--- src/rtl/btb_update_unit.sv ---
// btb_update_unit: checks each resolved control transfer against the
// prediction carried down the pipe, raises flush/redirect on a mismatch,
// and queues BTB write/invalidate requests for the BTB write port.
//
// Ports:
//   clk, reset_n          clock, synchronous active-low reset
//   i_res_*               resolved instruction from EX/MEM
//   i_pred_hit/_target    prediction made at fetch
//   o_flush/o_redirect_pc squash request and correct next PC (combinational)
//   o_upd_* / i_upd_ready queue head toward the BTB write port (valid/ready)
//   o_q_full              queue holds QDEPTH entries (registered state only)
//   o_*_cnt               saturating statistics counters
module btb_update_unit #(
    parameter int ADDR_W = 16,
    parameter int QDEPTH = 4,
    parameter int CNT_W  = 16
) (
    input  logic              clk,
    input  logic              reset_n,
    input  logic              i_res_valid,
    input  logic              i_res_stall,
    input  logic              i_res_is_branch,
    input  logic [ADDR_W-1:0] i_res_pc,
    input  logic              i_res_taken,
    input  logic [ADDR_W-1:0] i_res_target,
    input  logic              i_pred_hit,
    input  logic [ADDR_W-1:0] i_pred_target,
    output logic              o_flush,
    output logic [ADDR_W-1:0] o_redirect_pc,
    output logic              o_upd_valid,
    input  logic              i_upd_ready,
    output logic [ADDR_W-1:0] o_upd_pc,
    output logic [ADDR_W-1:0] o_upd_target,
    output logic              o_q_full,
    output logic [CNT_W-1:0]  o_resolve_cnt,
    output logic [CNT_W-1:0]  o_mispredict_cnt,
    output logic [CNT_W-1:0]  o_drop_cnt
);

    localparam int PTR_W = (QDEPTH > 1) ? $clog2(QDEPTH) : 1;
    localparam logic [PTR_W:0] QD = (PTR_W+1)'(QDEPTH);
    localparam logic [PTR_W:0] ONE_CNT = (PTR_W+1)'(1);

    logic [ADDR_W-1:0] r_q_pc  [QDEPTH];
    logic [ADDR_W-1:0] r_q_tgt [QDEPTH];
    logic [PTR_W-1:0]  r_head;
    logic [PTR_W-1:0]  r_tail;
    logic [PTR_W:0]    r_count;
    logic [CNT_W-1:0]  r_resolve_cnt;
    logic [CNT_W-1:0]  r_mispredict_cnt;
    logic [CNT_W-1:0]  r_drop_cnt;

    logic              w_acc;
    logic [ADDR_W-1:0] w_seq_pc;
    logic [ADDR_W-1:0] w_actual;
    logic              w_mis;
    logic              w_upd_taken;
    logic              w_upd_inval;
    logic              w_need;
    logic [ADDR_W-1:0] w_new_tgt;
    logic [PTR_W-1:0]  w_tail_last;
    logic              w_valid;
    logic              w_full;
    logic              w_pop;
    logic              w_tail_popping;
    logic              w_coal;
    logic              w_push;
    logic              w_drop;

    assign w_acc    = reset_n & i_res_valid & ~i_res_stall;
    assign w_seq_pc = i_res_pc + ADDR_W'(1);
    assign w_actual = i_res_taken ? i_res_target : w_seq_pc;
    assign w_mis    = w_acc & (w_actual != i_pred_target);

    assign o_flush       = w_mis;
    assign o_redirect_pc = w_acc ? w_actual : '0;

    // A taken target of 0 naturally becomes an invalidate entry.
    assign w_upd_taken = i_res_taken &
                         (~i_pred_hit | (i_pred_target != i_res_target));
    assign w_upd_inval = ~i_res_taken & i_res_is_branch & i_pred_hit;
    assign w_need      = w_acc & (w_upd_taken | w_upd_inval);
    assign w_new_tgt   = i_res_taken ? i_res_target : '0;

    assign w_tail_last = r_tail - PTR_W'(1);
    assign w_valid     = (r_count != '0);
    assign w_full      = (r_count == QD);
    assign w_pop       = w_valid & i_upd_ready;

    // The youngest entry is leaving only when it is also the head.
    assign w_tail_popping = w_pop & (r_count == ONE_CNT);
    assign w_coal = w_need & w_valid & ~w_tail_popping &
                    (r_q_pc[w_tail_last] == i_res_pc);
    assign w_push = w_need & ~w_coal & (~w_full | w_pop);
    assign w_drop = w_need & ~w_coal & w_full & ~w_pop;

    assign o_upd_valid  = w_valid;
    assign o_upd_pc     = w_valid ? r_q_pc[r_head] : '0;
    assign o_upd_target = w_valid ? r_q_tgt[r_head] : '0;
    assign o_q_full     = w_full;

    assign o_resolve_cnt    = r_resolve_cnt;
    assign o_mispredict_cnt = r_mispredict_cnt;
    assign o_drop_cnt       = r_drop_cnt;

    // Entry storage needs no reset; contents are masked by count.
    always_ff @(posedge clk) begin
        if (reset_n) begin
            if (w_push) begin
                r_q_pc[r_tail]  <= i_res_pc;
                r_q_tgt[r_tail] <= w_new_tgt;
            end
            if (w_coal) begin
                r_q_tgt[w_tail_last] <= w_new_tgt;
            end
        end
    end

    always_ff @(posedge clk) begin
        if (!reset_n) begin
            r_head  <= '0;
            r_tail  <= '0;
            r_count <= '0;
        end else begin
            if (w_push) begin
                r_tail <= r_tail + PTR_W'(1);
            end
            if (w_pop) begin
                r_head <= r_head + PTR_W'(1);
            end
            if (w_push && !w_pop) begin
                r_count <= r_count + ONE_CNT;
            end else if (!w_push && w_pop) begin
                r_count <= r_count - ONE_CNT;
            end
        end
    end

    always_ff @(posedge clk) begin
        if (!reset_n) begin
            r_resolve_cnt    <= '0;
            r_mispredict_cnt <= '0;
            r_drop_cnt       <= '0;
        end else begin
            if (w_acc && (r_resolve_cnt != '1)) begin
                r_resolve_cnt <= r_resolve_cnt + CNT_W'(1);
            end
            if (w_mis && (r_mispredict_cnt != '1)) begin
                r_mispredict_cnt <= r_mispredict_cnt + CNT_W'(1);
            end
            if (w_drop && (r_drop_cnt != '1)) begin
                r_drop_cnt <= r_drop_cnt + CNT_W'(1);
            end
        end
    end

endmodule

--- config.mk ---
export PLATFORM = sky130hd
export DESIGN_NAME = btb_update_unit
export DESIGN_NICKNAME = d
export VERILOG_FILES = /design/src/rtl/btb_update_unit.sv
export SDC_FILE = /design/constraint.sdc
export NUM_CORES = 1
export LEC_CHECK = 0
export ABC_AREA = 0
export CAP_MARGIN = 40
export CORE_MARGIN = 2
export CORE_UTILIZATION = 59
export DETAILED_ROUTE_END_ITERATION = 8
export HOLD_SLACK_MARGIN = 0.1
export PLACE_DENSITY = 0.95
export SETUP_SLACK_MARGIN = 0.2
export SLEW_MARGIN = 25
export SYNTH_ARGS = -nofsm -noshare
export SYNTH_HDL_FRONTEND = slang
export SYNTH_SLANG_ARGS = --single-unit
--- constraint.sdc ---
create_clock -name clk -period 13.56 [get_ports clk]
set_clock_uncertainty 0.2 [all_clocks]
set_input_delay 2.034 -clock clk [delete_from_list [all_inputs] [get_ports clk]]
set_output_delay 2.034 -clock clk [all_outputs]
set_load 0.02 [all_outputs]
# Word-level counts from Yosys, hierarchy flattened
# Memories as Yosys holds them, arrays and structs flattened. A register that Yosys moved wholly into a read port is not among the register bits.
# Index checks and enable logic that the tools add are counted.
[totals]
ff_bits = 55
ramBits = 128
out_inout_bits = 99
wordCells = 81
mem_count = 2
[memory_table]
columns = ["name", "words", "word_bits", "read_ports", "rd_ports_with_merged_regs", "wr", "line", "rtl"]
rows = [
  ["r_q_pc", 4, 16, 2, 1, 1, "44", "logic [ADDR_W-1:0] r_q_pc [QDEPTH];"],
  ["r_q_tgt", 4, 16, 1, 1, 1, "45", "logic [ADDR_W-1:0] r_q_tgt [QDEPTH];"],
]
[classes]
addsub = 9
eq_ne = 8
mux = 20
bitwise = 26
n_reduce_logical = 10
[ops]
columns = ["operator", "n"]
rows = [
  ["16-bit two-way mux", 6],
  ["16-bit by 1-bit adder with 16-bit output, second input constant", 4],
  ["16-bit inequality test, second input constant", 3],
  ["16-bit inequality test", 2],
  ["1-bit AND", 16],
  ["16-bit == test", 1],
  ["16-bit OR reduction", 1],
  ["2-bit two-way mux", 5],
  ["1-bit two-way mux", 7],
  ["1-bit NOT", 7],
  ["3-bit two-way mux", 2],
  ["1-bit logical AND", 5],
  ["2-bit by 1-bit adder with 2-bit output, second input constant", 2],
  ["3-bit by 1-bit adder with 3-bit output, second input constant", 1],
  ["3-bit by 1-bit == test with 1-bit output, second input constant", 1],
  ["3-bit == test, second input constant", 1],
  ["1-bit OR", 3],
  ["3-bit nonzero test", 1],
  ["3-bit by 1-bit subtractor with 3-bit output, second input constant", 1],
  ["1-bit logical NOT", 2],
  ["2-bit nonzero test", 1],
  ["2-bit by 1-bit subtractor with 2-bit output, second input constant", 1],
]

# Longest topological paths before layout
[logic_depth]
word_depth = 15
ltp_mapped = 19
depth_no_buf = 13

# Worst setup path before layout
# No wires, ideal clock.
[synth_path]
path_kind = "in2out"
start = "in i_res_pc[0]"
end = "out o_flush"
arrival_time_ns = 3.902
t_required_ns = 11.326
setup_slack_ns = 7.424
cell_stages = 10
path_buffers = 2
path_cell_list = "ha_1 > and4_1 > buf_2 > a41oi_1 > a2111oi_0 > a31oi_1 > a211oi_1 > o211a_1 > buf_4 > nor2_1"
[synth_between]
elab_chain_cells = 4
[synth_rtl]
columns = ["item", "line", "rtl"]
rows = [
  ["start, declared", "23", "input logic [ADDR_W-1:0] i_res_pc,"],
  ["16-bit by 1-bit adder with 16-bit output", "71", "assign w_seq_pc = i_res_pc + ADDR_W'(1);"],
  ["16-bit two-way mux", "72", "assign w_actual = i_res_taken ? i_res_target : w_seq_pc;"],
  ["16-bit inequality test", "73", "assign w_mis = w_acc & (w_actual != i_pred_target);"],
  ["1-bit AND", "73", ""],
  ["end, declared", "28", "output logic o_flush,"],
]
# Every way passes these cells.

# Final worst setup path
[layout_path]
start = "in i_res_pc[1]"
end = "out o_flush"
# Same word-level chain as after synthesis.

==> results.json <==
{
  "nets": 1059,
  "holdWs_ns": 0.2917,
  "cp_num_cells": 10,
  "drive_above_1_share_pct": 10.67,
  "crit_slowest_cell": "clkdlybuf4s50_1",
  "setup_ws_ns": 5.458,
  "synth_cell_type_count": 58,
  "synthCells": 849,
  "avgRoutedWirePerCell_um": 20.99,
  "dr.pass1.iters": 6,
  "synth_commonest_cells": "128 x edfxtp_1, 62 x nor2_1, 57 x and2_1, 57 x dfxtp_1, 56 x nand2_1",
  "io_buffers": 154,
  "start_kind": "input pin",
  "die_w_um": 133.4,
  "ys_async_sr_fraction_pct": 0,
  "ys.flop_type": "edfxtp_1",
  "initial_core_util_pct": 60.02,
  "cts_sinks": 185,
  "critPathArrivalTime_ns": 5.87,
  "clockRootBuffer": "clkbuf_16",
  "ys_seq_elements": 185,
  "synthTopCellsByArea": "edfxtp_1 39%, dfxtp_1 12%, mux4_2 10%",
  "power_density_nw_per_um2": 127.0,
  "rsz0062_at_grt": "false",
  "cts_buffers": 17,
  "netlist_area_um2": 9882,
  "cts.repair.resized": 0,
  "antennaDiodeCount": 0,
  "fin_crit_ns": 8.102,
  "ff2ff_path_depth": 14,
  "cp_slowest_stage_delay_ns": 0.75,
  "leakagePower_nw": 4.103,
  "end_kind": "primary output",
  "drt_iter0_drc": 837,
  "fp.dieH_um": 133.4,
  "dp_hpwl_um": 17450,
  "crit_buf_inv": 2,
  "fin_crit_sh_pct": 59.75,
  "num_vias": 7687,
  "gp_congestion": 0.8973,
  "vdd_drop_max_uv": 91.08,
  "syn_area_per_cell_um2": 11.64,
  "syn_to_final_growth_pct": 23.79,
  "groute.layer.met3.usage_pct": 6.659,
  "grt.total_usage_pct": 28.87,
  "design.die.area_um2": 17800,
  "finalHoldViolCount": 0,
  "hold-path-cell-count": 2,
  "rows": 47,
  "grt_pass1_vias": 7424,
  "yosysWarnings": 0,
  "postCtsSetupRepairBufs": 0,
  "grt_pass1_wl_um": 39290,
  "yosys.area.top_type_share_pct": 38.90,
  "slew_viol_final": 0,
  "cts-htree-levels": 4,
  "syn-num-nets": 918,
  "grt_max_degree": 46,
  "power_mw": 1.554,
  "globalRouteMet1Util_pct": 36.34,
  "worstSetupPathType": "input pin to primary output",
  "maxCapViolCount": 0,
  "path_max_fanout": 11,
  "synth_edf_count": 128,
  "io_pins": 155,
  "synth_most_common_cell": "edfxtp_1",
  "crit_top_cell": "clkdlybuf4s50_1",
  "core_um2": 16470,
  "detail_route.wirelength_um": 25670,
  "antenna_left": 0,
  "cts_tree": "yes",
  "worstSkewPairLatency_ns": 0.44,
  "fmax_mhz": 123.4,
  "place_area_um2": 11570,
  "place_ws_ns": 5.577,
  "hold_buffers": 0,
  "drc": 0,
  "top_usage_layer": "met2",
  "fin_tns_setup_ns": 0,
  "setup_viol": 0,
  "met2_usage_pct": 48.17,
  "worst_pin_slew_ns": 0.6990,
  "grt_antenna_before_repair": 0,
  "yosysSeqAreaShare_pct": 50.44,
  "cp_top_family": "compound AO/OA/AOI/OAI gates",
  "fin_area_um2": 12230,
  "path_clk_slew_ns": 0.07,
  "maxSlewHeadroom_pct": 53.26,
  "vias_per_cell": 6.285,
  "overflow": 0,
  "hold_class": "flip-flop to flip-flop",
  "cts_buffer_depth": 2,
  "cp.required_ns": 11.33,
  "yosys.area.top_type": "edfxtp_1",
  "status": "finished clean",
  "path_cells": "clkdlybuf4s50_1 > ha_1 > and4_1 > a41oi_1 > a2111oi_0 > a31oi_1 > a211oi_1 > o211a_1 > nor2_1 > clkdlybuf4s50_1"
}
## layout make-up
cell class	instances	area [um2]
clock buffers	20	467.9
inverters	14	52.55
fillers	1044	4233
flip-flops and latches	185	4987
repair buffers	172	1715
multi-input cells	600	4608
well taps	220	275.3
clock inverters	12	126.4
## state kept, by name (all words and copies together) (netlist names), named ones only
name,flops
r_q_pc,64
r_q_tgt,64
o_drop_cnt,16
o_mispredict_cnt,16
o_resolve_cnt,16
r_count,3
r_head,2
r_tail,2
## per-layer routing
metal	up-vias	part of all wire [%]	routed length (um)
li1	3454	-	-
met1	3684	38	9752
met2	463	49	12470
met3	86	9.4	2404
met4	0	4.1	1045
met5	-	0	0
## worst paths after layout
check | from | endpoint | slack, ns
worst min register to register | o_mispredict_cnt[8] | o_mispredict_cnt[8] | 0.29
worst max-delay path | i_res_pc[1] | o_flush | 5.46
worst min-delay path | o_mispredict_cnt[8] | o_mispredict_cnt[8] | 0.29
worst max register to register | r_tail[0] | r_count[2] | 8.96
## power breakdown
| group | internal [mW] | switching [mW] |
|---|---|---|
| registers | 0.614 | 0.0100 |
| logic | 0.205 | 0.227 |
| clock network | 0.280 | 0.217 |
## kinds of logic after synthesis
family	count (synthesis)	share of synthesized area [%]
muxes	73	13.22
DFF	185	50.44
adders and majority gates	13	1.646
AOI/OAI and AO/OA	98	6.622
and+or+nand+nor	341	18.42
xor gates and xnor gates	75	6.723
buffers and inverters	64	2.925
## cell usage in the layout, fill, tap and decap left out, types with 4 or more instances in the layout
master | netlist | layout
a211oi_1 | 7 | 7
a21oi_1 | 23 | 23
a31oi_1 | 6 | 6
and2_1 | 57 | 57
and3_1 | 14 | 14
and4_1 | 8 | 8
buf_4 | 4 | 12
clkbuf_16 | 0 | 18
clkdlybuf4s50_1 | 0 | 154
clkinv_4 | 0 | 4
dfxtp_1 | 57 | 55
edfxtp_1 | 128 | 128
ha_1 | 13 | 13
inv_1 | 13 | 13
mux2i_1 | 27 | 27
mux4_2 | 46 | 46
nand2_1 | 56 | 56
nand2b_1 | 23 | 23
nand3_1 | 36 | 36
nand4_1 | 27 | 27
nor2_1 | 62 | 62
nor2b_1 | 8 | 8
nor3_1 | 17 | 17
nor3b_1 | 4 | 4
nor4_1 | 7 | 7
o21a_1 | 8 | 8
o21ai_0 | 13 | 13
o21ai_1 | 4 | 4
o22ai_1 | 5 | 5
o31ai_1 | 5 | 5
or3_1 | 11 | 11
xnor2_1 | 26 | 26
xor2_1 | 48 | 48
## metrics by stage
step,utilization [%],cells
3_3_place_gp,70.17,1185
4_1_cts,73.91,1218
5_1_grt,74.29,1223
3_5_place_dp,70.30,1186
6_report,74.29,1223
2_1_floorplan,-,849
## tightest hold or removal path, stage by stage (launching register included)
cell and delay, ns:
dfxtp_1 0.34, nand2_1 0.06, mux2i_1 0.05
Power figures use the tool's default switching activity.
